### src/rtl/id_exe_reg_if.sv
// ID->EXE pipeline register bus: ID-side fields and controls in, EXE-side registered fields out.
// `ID_FWD_SRC_EN adds the source register numbers used by the EXE forwarding unit.
interface id_exe_reg_if #(
  parameter int BCNT_W = 16
);
  logic              mem_stall;
  logic              flush;
  logic              hazard;
  logic              cond_pass;
  logic [9:0]        ctrl_in;
  logic [31:0]       pc_in;
  logic [31:0]       val_rn_in;
  logic [31:0]       val_rm_in;
  logic              imm_in;
  logic [11:0]       shift_operand_in;
  logic [23:0]       signed_imm24_in;
  logic [3:0]        dest_in;
  logic              sr_c_in;

  logic [3:0]        exe_cmd;
  logic              mem_read;
  logic              mem_write;
  logic              wb_en;
  logic              b;
  logic              s;
  logic              valid;
  logic [31:0]       pc;
  logic [31:0]       val_rn;
  logic [31:0]       val_rm;
  logic              imm;
  logic [11:0]       shift_operand;
  logic [23:0]       signed_imm24;
  logic [3:0]        dest;
  logic              sr_c;
  logic [BCNT_W-1:0] bubble_cnt;

`ifdef ID_FWD_SRC_EN
  logic [3:0]        src1_in;
  logic [3:0]        src2_in;
  logic [3:0]        src1;
  logic [3:0]        src2;
`endif

  modport master (
`ifdef ID_FWD_SRC_EN
    output src1_in, src2_in,
    input  src1, src2,
`endif
    output mem_stall, flush, hazard, cond_pass, ctrl_in, pc_in, val_rn_in, val_rm_in,
           imm_in, shift_operand_in, signed_imm24_in, dest_in, sr_c_in,
    input  exe_cmd, mem_read, mem_write, wb_en, b, s, valid, pc, val_rn, val_rm,
           imm, shift_operand, signed_imm24, dest, sr_c, bubble_cnt
  );

  modport slave (
`ifdef ID_FWD_SRC_EN
    input  src1_in, src2_in,
    output src1, src2,
`endif
    input  mem_stall, flush, hazard, cond_pass, ctrl_in, pc_in, val_rn_in, val_rm_in,
           imm_in, shift_operand_in, signed_imm24_in, dest_in, sr_c_in,
    output exe_cmd, mem_read, mem_write, wb_en, b, s, valid, pc, val_rn, val_rm,
           imm, shift_operand, signed_imm24, dest, sr_c, bubble_cnt
  );
endinterface

### src/rtl/id_exe_reg.sv
// ID/EXE pipeline register: stall hold, bubble insertion on flush/hazard, saturating bubble counter.
// `ID_FWD_SRC_EN adds registered src1/src2 for the forwarding unit.
module id_exe_reg #(
  parameter int BCNT_W = 16
) (
  input logic         clk,
  input logic         rst,
  id_exe_reg_if.slave bus
);

  // {exe_cmd[3:0], mem_read, mem_write, wb_en, b, s}; two_src stays in ID
  logic [8:0]        ctrl_reg;
  logic              valid_reg;
  logic [31:0]       pc_reg;
  logic [31:0]       val_rn_reg;
  logic [31:0]       val_rm_reg;
  logic              imm_reg;
  logic [11:0]       shift_operand_reg;
  logic [23:0]       signed_imm24_reg;
  logic [3:0]        dest_reg;
  logic              sr_c_reg;
  logic [BCNT_W-1:0] bcnt_reg;
`ifdef ID_FWD_SRC_EN
  logic [3:0]        src1_reg;
  logic [3:0]        src2_reg;
`endif

  logic bubble;
  assign bubble = bus.flush | bus.hazard;

  always_ff @(posedge clk or posedge rst) begin
    if (rst) begin
      ctrl_reg          <= '0;
      valid_reg         <= 1'b0;
      pc_reg            <= '0;
      val_rn_reg        <= '0;
      val_rm_reg        <= '0;
      imm_reg           <= 1'b0;
      shift_operand_reg <= '0;
      signed_imm24_reg  <= '0;
      dest_reg          <= '0;
      sr_c_reg          <= 1'b0;
      bcnt_reg          <= '0;
`ifdef ID_FWD_SRC_EN
      src1_reg          <= '0;
      src2_reg          <= '0;
`endif
    end else if (!bus.mem_stall) begin
      // Datapath fields load even on a bubble; they are ignored while valid is low
      pc_reg            <= bus.pc_in;
      val_rn_reg        <= bus.val_rn_in;
      val_rm_reg        <= bus.val_rm_in;
      imm_reg           <= bus.imm_in;
      shift_operand_reg <= bus.shift_operand_in;
      signed_imm24_reg  <= bus.signed_imm24_in;
      dest_reg          <= bus.dest_in;
      sr_c_reg          <= bus.sr_c_in;
`ifdef ID_FWD_SRC_EN
      src1_reg          <= bus.src1_in;
      src2_reg          <= bus.src2_in;
`endif
      if (bubble) begin
        ctrl_reg  <= '0;
        valid_reg <= 1'b0;
        if (bcnt_reg != {BCNT_W{1'b1}})
          bcnt_reg <= bcnt_reg + 1'b1;
      end else begin
        // A failed condition still retires, as a no-op
        ctrl_reg  <= bus.cond_pass ? bus.ctrl_in[9:1] : 9'd0;
        valid_reg <= 1'b1;
      end
    end
  end

  assign bus.exe_cmd       = ctrl_reg[8:5];
  assign bus.mem_read      = ctrl_reg[4];
  assign bus.mem_write     = ctrl_reg[3];
  assign bus.wb_en         = ctrl_reg[2];
  assign bus.b             = ctrl_reg[1];
  assign bus.s             = ctrl_reg[0];
  assign bus.valid         = valid_reg;
  assign bus.pc            = pc_reg;
  assign bus.val_rn        = val_rn_reg;
  assign bus.val_rm        = val_rm_reg;
  assign bus.imm           = imm_reg;
  assign bus.shift_operand = shift_operand_reg;
  assign bus.signed_imm24  = signed_imm24_reg;
  assign bus.dest          = dest_reg;
  assign bus.sr_c          = sr_c_reg;
  assign bus.bubble_cnt    = bcnt_reg;
`ifdef ID_FWD_SRC_EN
  assign bus.src1          = src1_reg;
  assign bus.src2          = src2_reg;
`endif

endmodule

### src/flat_wrapper.sv
// flat-port wrapper written by rule: the top's interface ports become plain ports
module id_exe_reg_flat 
#(
  parameter int BCNT_W = 16
)
  (clk, rst, bus_mem_stall, bus_flush, bus_hazard, bus_cond_pass, bus_ctrl_in, bus_pc_in, bus_val_rn_in, bus_val_rm_in, bus_imm_in, bus_shift_operand_in, bus_signed_imm24_in, bus_dest_in, bus_sr_c_in, bus_exe_cmd, bus_mem_read, bus_mem_write, bus_wb_en, bus_b, bus_s, bus_valid, bus_pc, bus_val_rn, bus_val_rm, bus_imm, bus_shift_operand, bus_signed_imm24, bus_dest, bus_sr_c, bus_bubble_cnt);
  id_exe_reg_if #(.BCNT_W(BCNT_W)) bus_i ();
  input logic clk;
  input logic rst;
  input wire logic [$bits(bus_i.mem_stall)-1:0] bus_mem_stall;
  input wire logic [$bits(bus_i.flush)-1:0] bus_flush;
  input wire logic [$bits(bus_i.hazard)-1:0] bus_hazard;
  input wire logic [$bits(bus_i.cond_pass)-1:0] bus_cond_pass;
  input wire logic [$bits(bus_i.ctrl_in)-1:0] bus_ctrl_in;
  input wire logic [$bits(bus_i.pc_in)-1:0] bus_pc_in;
  input wire logic [$bits(bus_i.val_rn_in)-1:0] bus_val_rn_in;
  input wire logic [$bits(bus_i.val_rm_in)-1:0] bus_val_rm_in;
  input wire logic [$bits(bus_i.imm_in)-1:0] bus_imm_in;
  input wire logic [$bits(bus_i.shift_operand_in)-1:0] bus_shift_operand_in;
  input wire logic [$bits(bus_i.signed_imm24_in)-1:0] bus_signed_imm24_in;
  input wire logic [$bits(bus_i.dest_in)-1:0] bus_dest_in;
  input wire logic [$bits(bus_i.sr_c_in)-1:0] bus_sr_c_in;
  output wire logic [$bits(bus_i.exe_cmd)-1:0] bus_exe_cmd;
  output wire logic [$bits(bus_i.mem_read)-1:0] bus_mem_read;
  output wire logic [$bits(bus_i.mem_write)-1:0] bus_mem_write;
  output wire logic [$bits(bus_i.wb_en)-1:0] bus_wb_en;
  output wire logic [$bits(bus_i.b)-1:0] bus_b;
  output wire logic [$bits(bus_i.s)-1:0] bus_s;
  output wire logic [$bits(bus_i.valid)-1:0] bus_valid;
  output wire logic [$bits(bus_i.pc)-1:0] bus_pc;
  output wire logic [$bits(bus_i.val_rn)-1:0] bus_val_rn;
  output wire logic [$bits(bus_i.val_rm)-1:0] bus_val_rm;
  output wire logic [$bits(bus_i.imm)-1:0] bus_imm;
  output wire logic [$bits(bus_i.shift_operand)-1:0] bus_shift_operand;
  output wire logic [$bits(bus_i.signed_imm24)-1:0] bus_signed_imm24;
  output wire logic [$bits(bus_i.dest)-1:0] bus_dest;
  output wire logic [$bits(bus_i.sr_c)-1:0] bus_sr_c;
  output wire logic [$bits(bus_i.bubble_cnt)-1:0] bus_bubble_cnt;
  assign bus_i.mem_stall = bus_mem_stall;
  assign bus_i.flush = bus_flush;
  assign bus_i.hazard = bus_hazard;
  assign bus_i.cond_pass = bus_cond_pass;
  assign bus_i.ctrl_in = bus_ctrl_in;
  assign bus_i.pc_in = bus_pc_in;
  assign bus_i.val_rn_in = bus_val_rn_in;
  assign bus_i.val_rm_in = bus_val_rm_in;
  assign bus_i.imm_in = bus_imm_in;
  assign bus_i.shift_operand_in = bus_shift_operand_in;
  assign bus_i.signed_imm24_in = bus_signed_imm24_in;
  assign bus_i.dest_in = bus_dest_in;
  assign bus_i.sr_c_in = bus_sr_c_in;
  assign bus_exe_cmd = bus_i.exe_cmd;
  assign bus_mem_read = bus_i.mem_read;
  assign bus_mem_write = bus_i.mem_write;
  assign bus_wb_en = bus_i.wb_en;
  assign bus_b = bus_i.b;
  assign bus_s = bus_i.s;
  assign bus_valid = bus_i.valid;
  assign bus_pc = bus_i.pc;
  assign bus_val_rn = bus_i.val_rn;
  assign bus_val_rm = bus_i.val_rm;
  assign bus_imm = bus_i.imm;
  assign bus_shift_operand = bus_i.shift_operand;
  assign bus_signed_imm24 = bus_i.signed_imm24;
  assign bus_dest = bus_i.dest;
  assign bus_sr_c = bus_i.sr_c;
  assign bus_bubble_cnt = bus_i.bubble_cnt;
  id_exe_reg #(.BCNT_W(BCNT_W)) u_core (.clk(clk), .rst(rst), .bus(bus_i));
endmodule
### config.mk
export PLATFORM = sky130hd
export DESIGN_NAME = id_exe_reg_flat
export DESIGN_NICKNAME = d
export VERILOG_FILES = /design/src/rtl/id_exe_reg_if.sv /design/src/rtl/id_exe_reg.sv /design/src/flat_wrapper.sv
export SDC_FILE = /design/constraint.sdc
export NUM_CORES = 1
export LEC_CHECK = 0
export BUFFER_PORTS_ARGS = -buffer_cell sky130_fd_sc_hd__buf_4
export CAP_MARGIN = 10
export CORE_MARGIN = 4
export CORE_UTILIZATION = 41
export DETAILED_ROUTE_END_ITERATION = 10
export PLACE_DENSITY_LB_ADDON = 0.05
export SLEW_MARGIN = 10
export SYNTH_ARGS = -nofsm -noshare
export SYNTH_HDL_FRONTEND = slang
export SYNTH_SLANG_ARGS = --single-unit
### constraint.sdc
create_clock -name clk -period 5.4 [get_ports clk]
set_clock_uncertainty 0.2 [all_clocks]
set_input_delay 1.08 -clock clk [delete_from_list [all_inputs] [get_ports clk]]
set_output_delay 1.08 -clock clk [all_outputs]
set_load 0.01 [all_outputs]
[Word level (Yosys, flattened, before mapping)]
Index checks and enable logic that the tools add are counted.
Operators by class
  equality and inequality tests: 1
  bitwise operators: 2
  add/sub/neg operators: 1
  mux-type cells: 3
  reductions and logical operators: 1
Operator list (number)
  two-way mux 9 bit: 2
  adder 16 x 1 -> 16 bit (second input constant): 1
  != test 16 bit (second input constant): 1
  AND reduction 3 bit: 1
  two-way mux 1 bit: 1
  inverter 1 bit: 1
  bitwise OR 1 bit: 1
Storage, ports and cells
  input port bits: 154
  flip-flop bits (word level): 164
  logic and storage cells: 19

[Depth between registers and ports, before layout]
  depth in word-level cells: 2
  gate-level depth with buffers: 5
  mapped depth without buffers: 5

[Worst setup path after synthesis]
OpenSTA, ideal clock, no wires.
  path type: input port to flip-flop
  start point: in bus_mem_stall
  end point: reg u_core.bcnt_reg[15], in the netlist u_core.bus.bubble_cnt[15]
  data required time: 5.121 ns
  slack: 3.048 ns
  stages on the path: 5
  arrival time: 2.073 ns
  buffers on the path: 1
  cell sequence: buf_2 -> o21ba_2 -> nand3_1 -> nor4bb_1 -> xor2_1
Between the ends
  word-level cells in the longest chain between the ends: 2
RTL lines
  start, declared: line flat_wrapper.sv:10  | input wire logic [$bits(bus_i.mem_stall)-1:0] bus_mem_stall;
  inverter 1 bit (no line)
  AND reduction 3 bit (no line)
  end signal, assigned: line id_exe_reg.sv:66  | bcnt_reg <= bcnt_reg + 1'b1;
  end, declared: line id_exe_reg.sv:22  | logic [BCNT_W-1:0] bcnt_reg;
No other way between the ends.
A chain may end at the register's enable or synchronous reset.

[Worst setup path in the final report]
  start point: in bus_mem_stall
  end point: reg u_core.val_rm_reg[20], in the netlist u_core.bus.val_rm[20]
RTL lines
  end signal, assigned: line id_exe_reg.sv:52  | val_rm_reg <= bus.val_rm_in;
  end, declared: line id_exe_reg.sv:16  | logic [31:0] val_rm_reg;
No word-level cell between the ends.

==> out/metrics.yaml <==
power_and_ir_drop:
  peakVddDrop_mv: 0.198
  p_leak_nw: 4.57
  power_density_mw_per_mm2: 348
  power_mw: 3.26
sta:
  period_share_pct: 52.6
  fin_crit_ns: 2.84
  maxSlewViolCount: 0
  rsz0062_at_grt: "no"
  fin_tns_setup_ns: 0
  hold_ws_ns: 0.284
  worst_pin_slew_ns: 0.808
  max_freq_ghz: 0.352
  setup_viol: 0
  final_hold_viol_count: 0
  slew_headroom_pct: 46.2
cells_and_area:
  nNetsFinal: 860
  fin_area_mm2: 0.00938
  final_cells: 900
  areaGrowthSynthToFinish_pct: 50.5
  drive_gt1_share_pct: 68.6
  antenna_cells: 0
setup_path:
  path_cells: "buf_6 > buf_4 > mux2_2"
  critPathKind: "input port to flop"
  critical-path-top-delay-family: "buffers and inverters"
  crit_path_start_kind: "input port"
  endpoint_kind: "flop"
  critPathArrivalTime_ns: 2.94
  path_max_fanout: 92
  slowest_delay_ns: 0.71
  critPathSlowestCell: "buf_4"
  cp.required_ns: 5.50
  path_buf_inv: 2
yosys:
  synth-seq-cells: 164
  async_flop_share_pct: 100
  syn_area_mm2: 0.00623
  ys_types: 30
  yosysTopAreaCell: "dfrtp_1"
  syn_inst: 385
  synth_fp_nets: 540
  syn_avg_cell_area_um2: 16.2
  synth-edff-count: 0
  yosys_most_used_dff: "dfrtp_1"
  yosysWarnings: 0
  yosys-top-cells-area: "dfrtp_1 (66%), mux2_2 (25%), xor2_1 (1.8%), a22o_1 (1.3%), buf_2 (0.88%)"
  yosysTopAreaCellShare_pct: 65.8
  yosysSeqAreaShare_pct: 65.8
run:
  cap_violations: 0
detailed_routing:
  vias_per_cell: 4.84
  firstDrtPassIters: 4
  wl_per_cell_um: 18.2
  drc: 0
  ant_nets: 0
  routed_wl_mm: 16.4
  drt_iter0_drc: 159
  dr_total_vias: 4358
worst_hold_path:
  min_path_type: "flop to flop"
global_routing:
  overflow: 0
  antenna_found_initial: 0
  grt_max_degree: 136
  grt_pass1_wl_mm: 25.7
  grtUsageTotal_pct: 18.9
  grt_pass1_vias: 4638
placed_design:
  dp_hpwl_mm: 12.4
  place_inst: 870
  io_buffers: 316
  place_congestion: 0.786
  placed_area_mm2: 0.00879
clocking:
  cts_buffers: 17
  clk_latency_ns: 0.41
  cts_max_path_buffers: 2
  cts.clk_slew.worst_paths_ns: 0.06
  htreeDepth: 4
  cts_resized: 0
  ctsHoldBuffers: 0
  root_buffer: "clkbuf_16"
  post_cts_buffers: 0
  cts.sinks: 164
  cts_tree: "yes"
die:
  coreArea_mm2: 0.0147
  fp.dieW_um: 131
  die_height_um: 131
  ios: 318
  rows: 44
  initial_core_util_pct: 42.4
  dieArea_mm2: 0.0172
status:
  status: "completed"
==> cell type report <==
class,instances,area [um^2]
sequential,164,4100
timing repair buffer,318,2400
fill,1170,5320
clock inverter,9,130
clock buffer,21,460
multi-input combinational,202,2040
inverter,2,11.3
tap,184,230
==> report_power, final <==
group	total [mW]	internal [mW]	leakage [nW]	switching, mW
logic	0.594	0.351	2.34	0.243
clock network	1.21	0.745	0.277	0.467
registers	1.46	1.36	1.96	0.0956
==> cell usage after synthesis (2+ instances only) <==
cell        n
a22o_1      9
xor2_1     13
and3_1      2
buf_2      11
nand3_1     2
nand2_1     6
inv_1       2
mux2_2    138
clkbuf_1    6
nor3_1      8
dfrtp_1   164
nor2_1      3
nand4_1     4
==> worst paths after layout <==
path / start / to / slack [ns] / cells after the start
worst min-delay path: u_core.bus.valid$_DFFE_PP0N_ / u_core.bus.valid$_DFFE_PP0N_ / 0.28 / 2
worst max-delay path: bus_mem_stall / u_core.bus.val_rm[20]$_DFFE_PP0N_ / 2.56 / 3
max in group asynchronous: rst / u_core.bus.bubble_cnt[6]$_DFFE_PP0P_ / 3.33 / 3
worst max register to register: u_core.bus.bubble_cnt[0]$_DFFE_PP0P_ / u_core.bus.bubble_cnt[1]$_DFFE_PP0P_ / 3.27 / 5
min in group asynchronous: rst / u_core.bus.val_rm[0]$_DFFE_PP0N_ / 0.56 / 2
worst min register to register: u_core.bus.valid$_DFFE_PP0N_ / u_core.bus.valid$_DFFE_PP0N_ / 0.28 / 2
==> layer usage <==
| metal | up-vias | wire (um) | part of all wire (%) | GRT usage, % |
|---|---|---|---|---|
| met5 | - | 0 | 0 | 0 |
| met3 | 31 | 1520 | 9.3 | 7.99 |
| met2 | 200 | 8430 | 51 | 32.9 |
| met4 | 0 | 471 | 2.9 | 7.70 |
| met1 | 2124 | 6000 | 37 | 20.5 |
| li1 | 2003 | - | - | - |
==> cells by family (layout without fill, tap and decap cells) <==
family | Yosys count | after routing | share of synthesized area, %
compound gates | 14 | 14 | 1.85
xor+xnor | 14 | 14 | 1.97
fa+ha+maj | 1 | 1 | 0.201
buf+inv | 19 | 350 | 1.36
flops | 164 | 164 | 65.8
mux | 139 | 139 | 25.2
simple gates | 34 | 34 | 3.61
==> tightest hold or removal path: stages, from the launching register on <==
cell and delay [ns]:
dfrtp_1 0.34, nand2_1 0.05, o31ai_1 0.06
==> layout by cell type, fill, tap and decap left out, drive strengths merged, types with 2 or more instances in the layout <==
cell type	instances
nand2	6
a22o	9
bufinv	3
clkbuf	21
xor2	13
nor3	8
nor2	4
and3	2
mux2	139
nor4b	3
buf	318
nand4	5
clkinv	2
nand3	2
dfrtp	164
clkinvlp	5
==> stage by stage <==
step / worst slack [ns] / util (%)
after global routing: 2.49 / 63.8
after CTS: 2.60 / 63.8
after floorplan: 2.04 / -
final: 2.56 / 63.8
after detailed placement: 2.15 / 59.8
after global placement: 2.19 / 59.8
No activity file was read; power rests on OpenSTA's default activity.
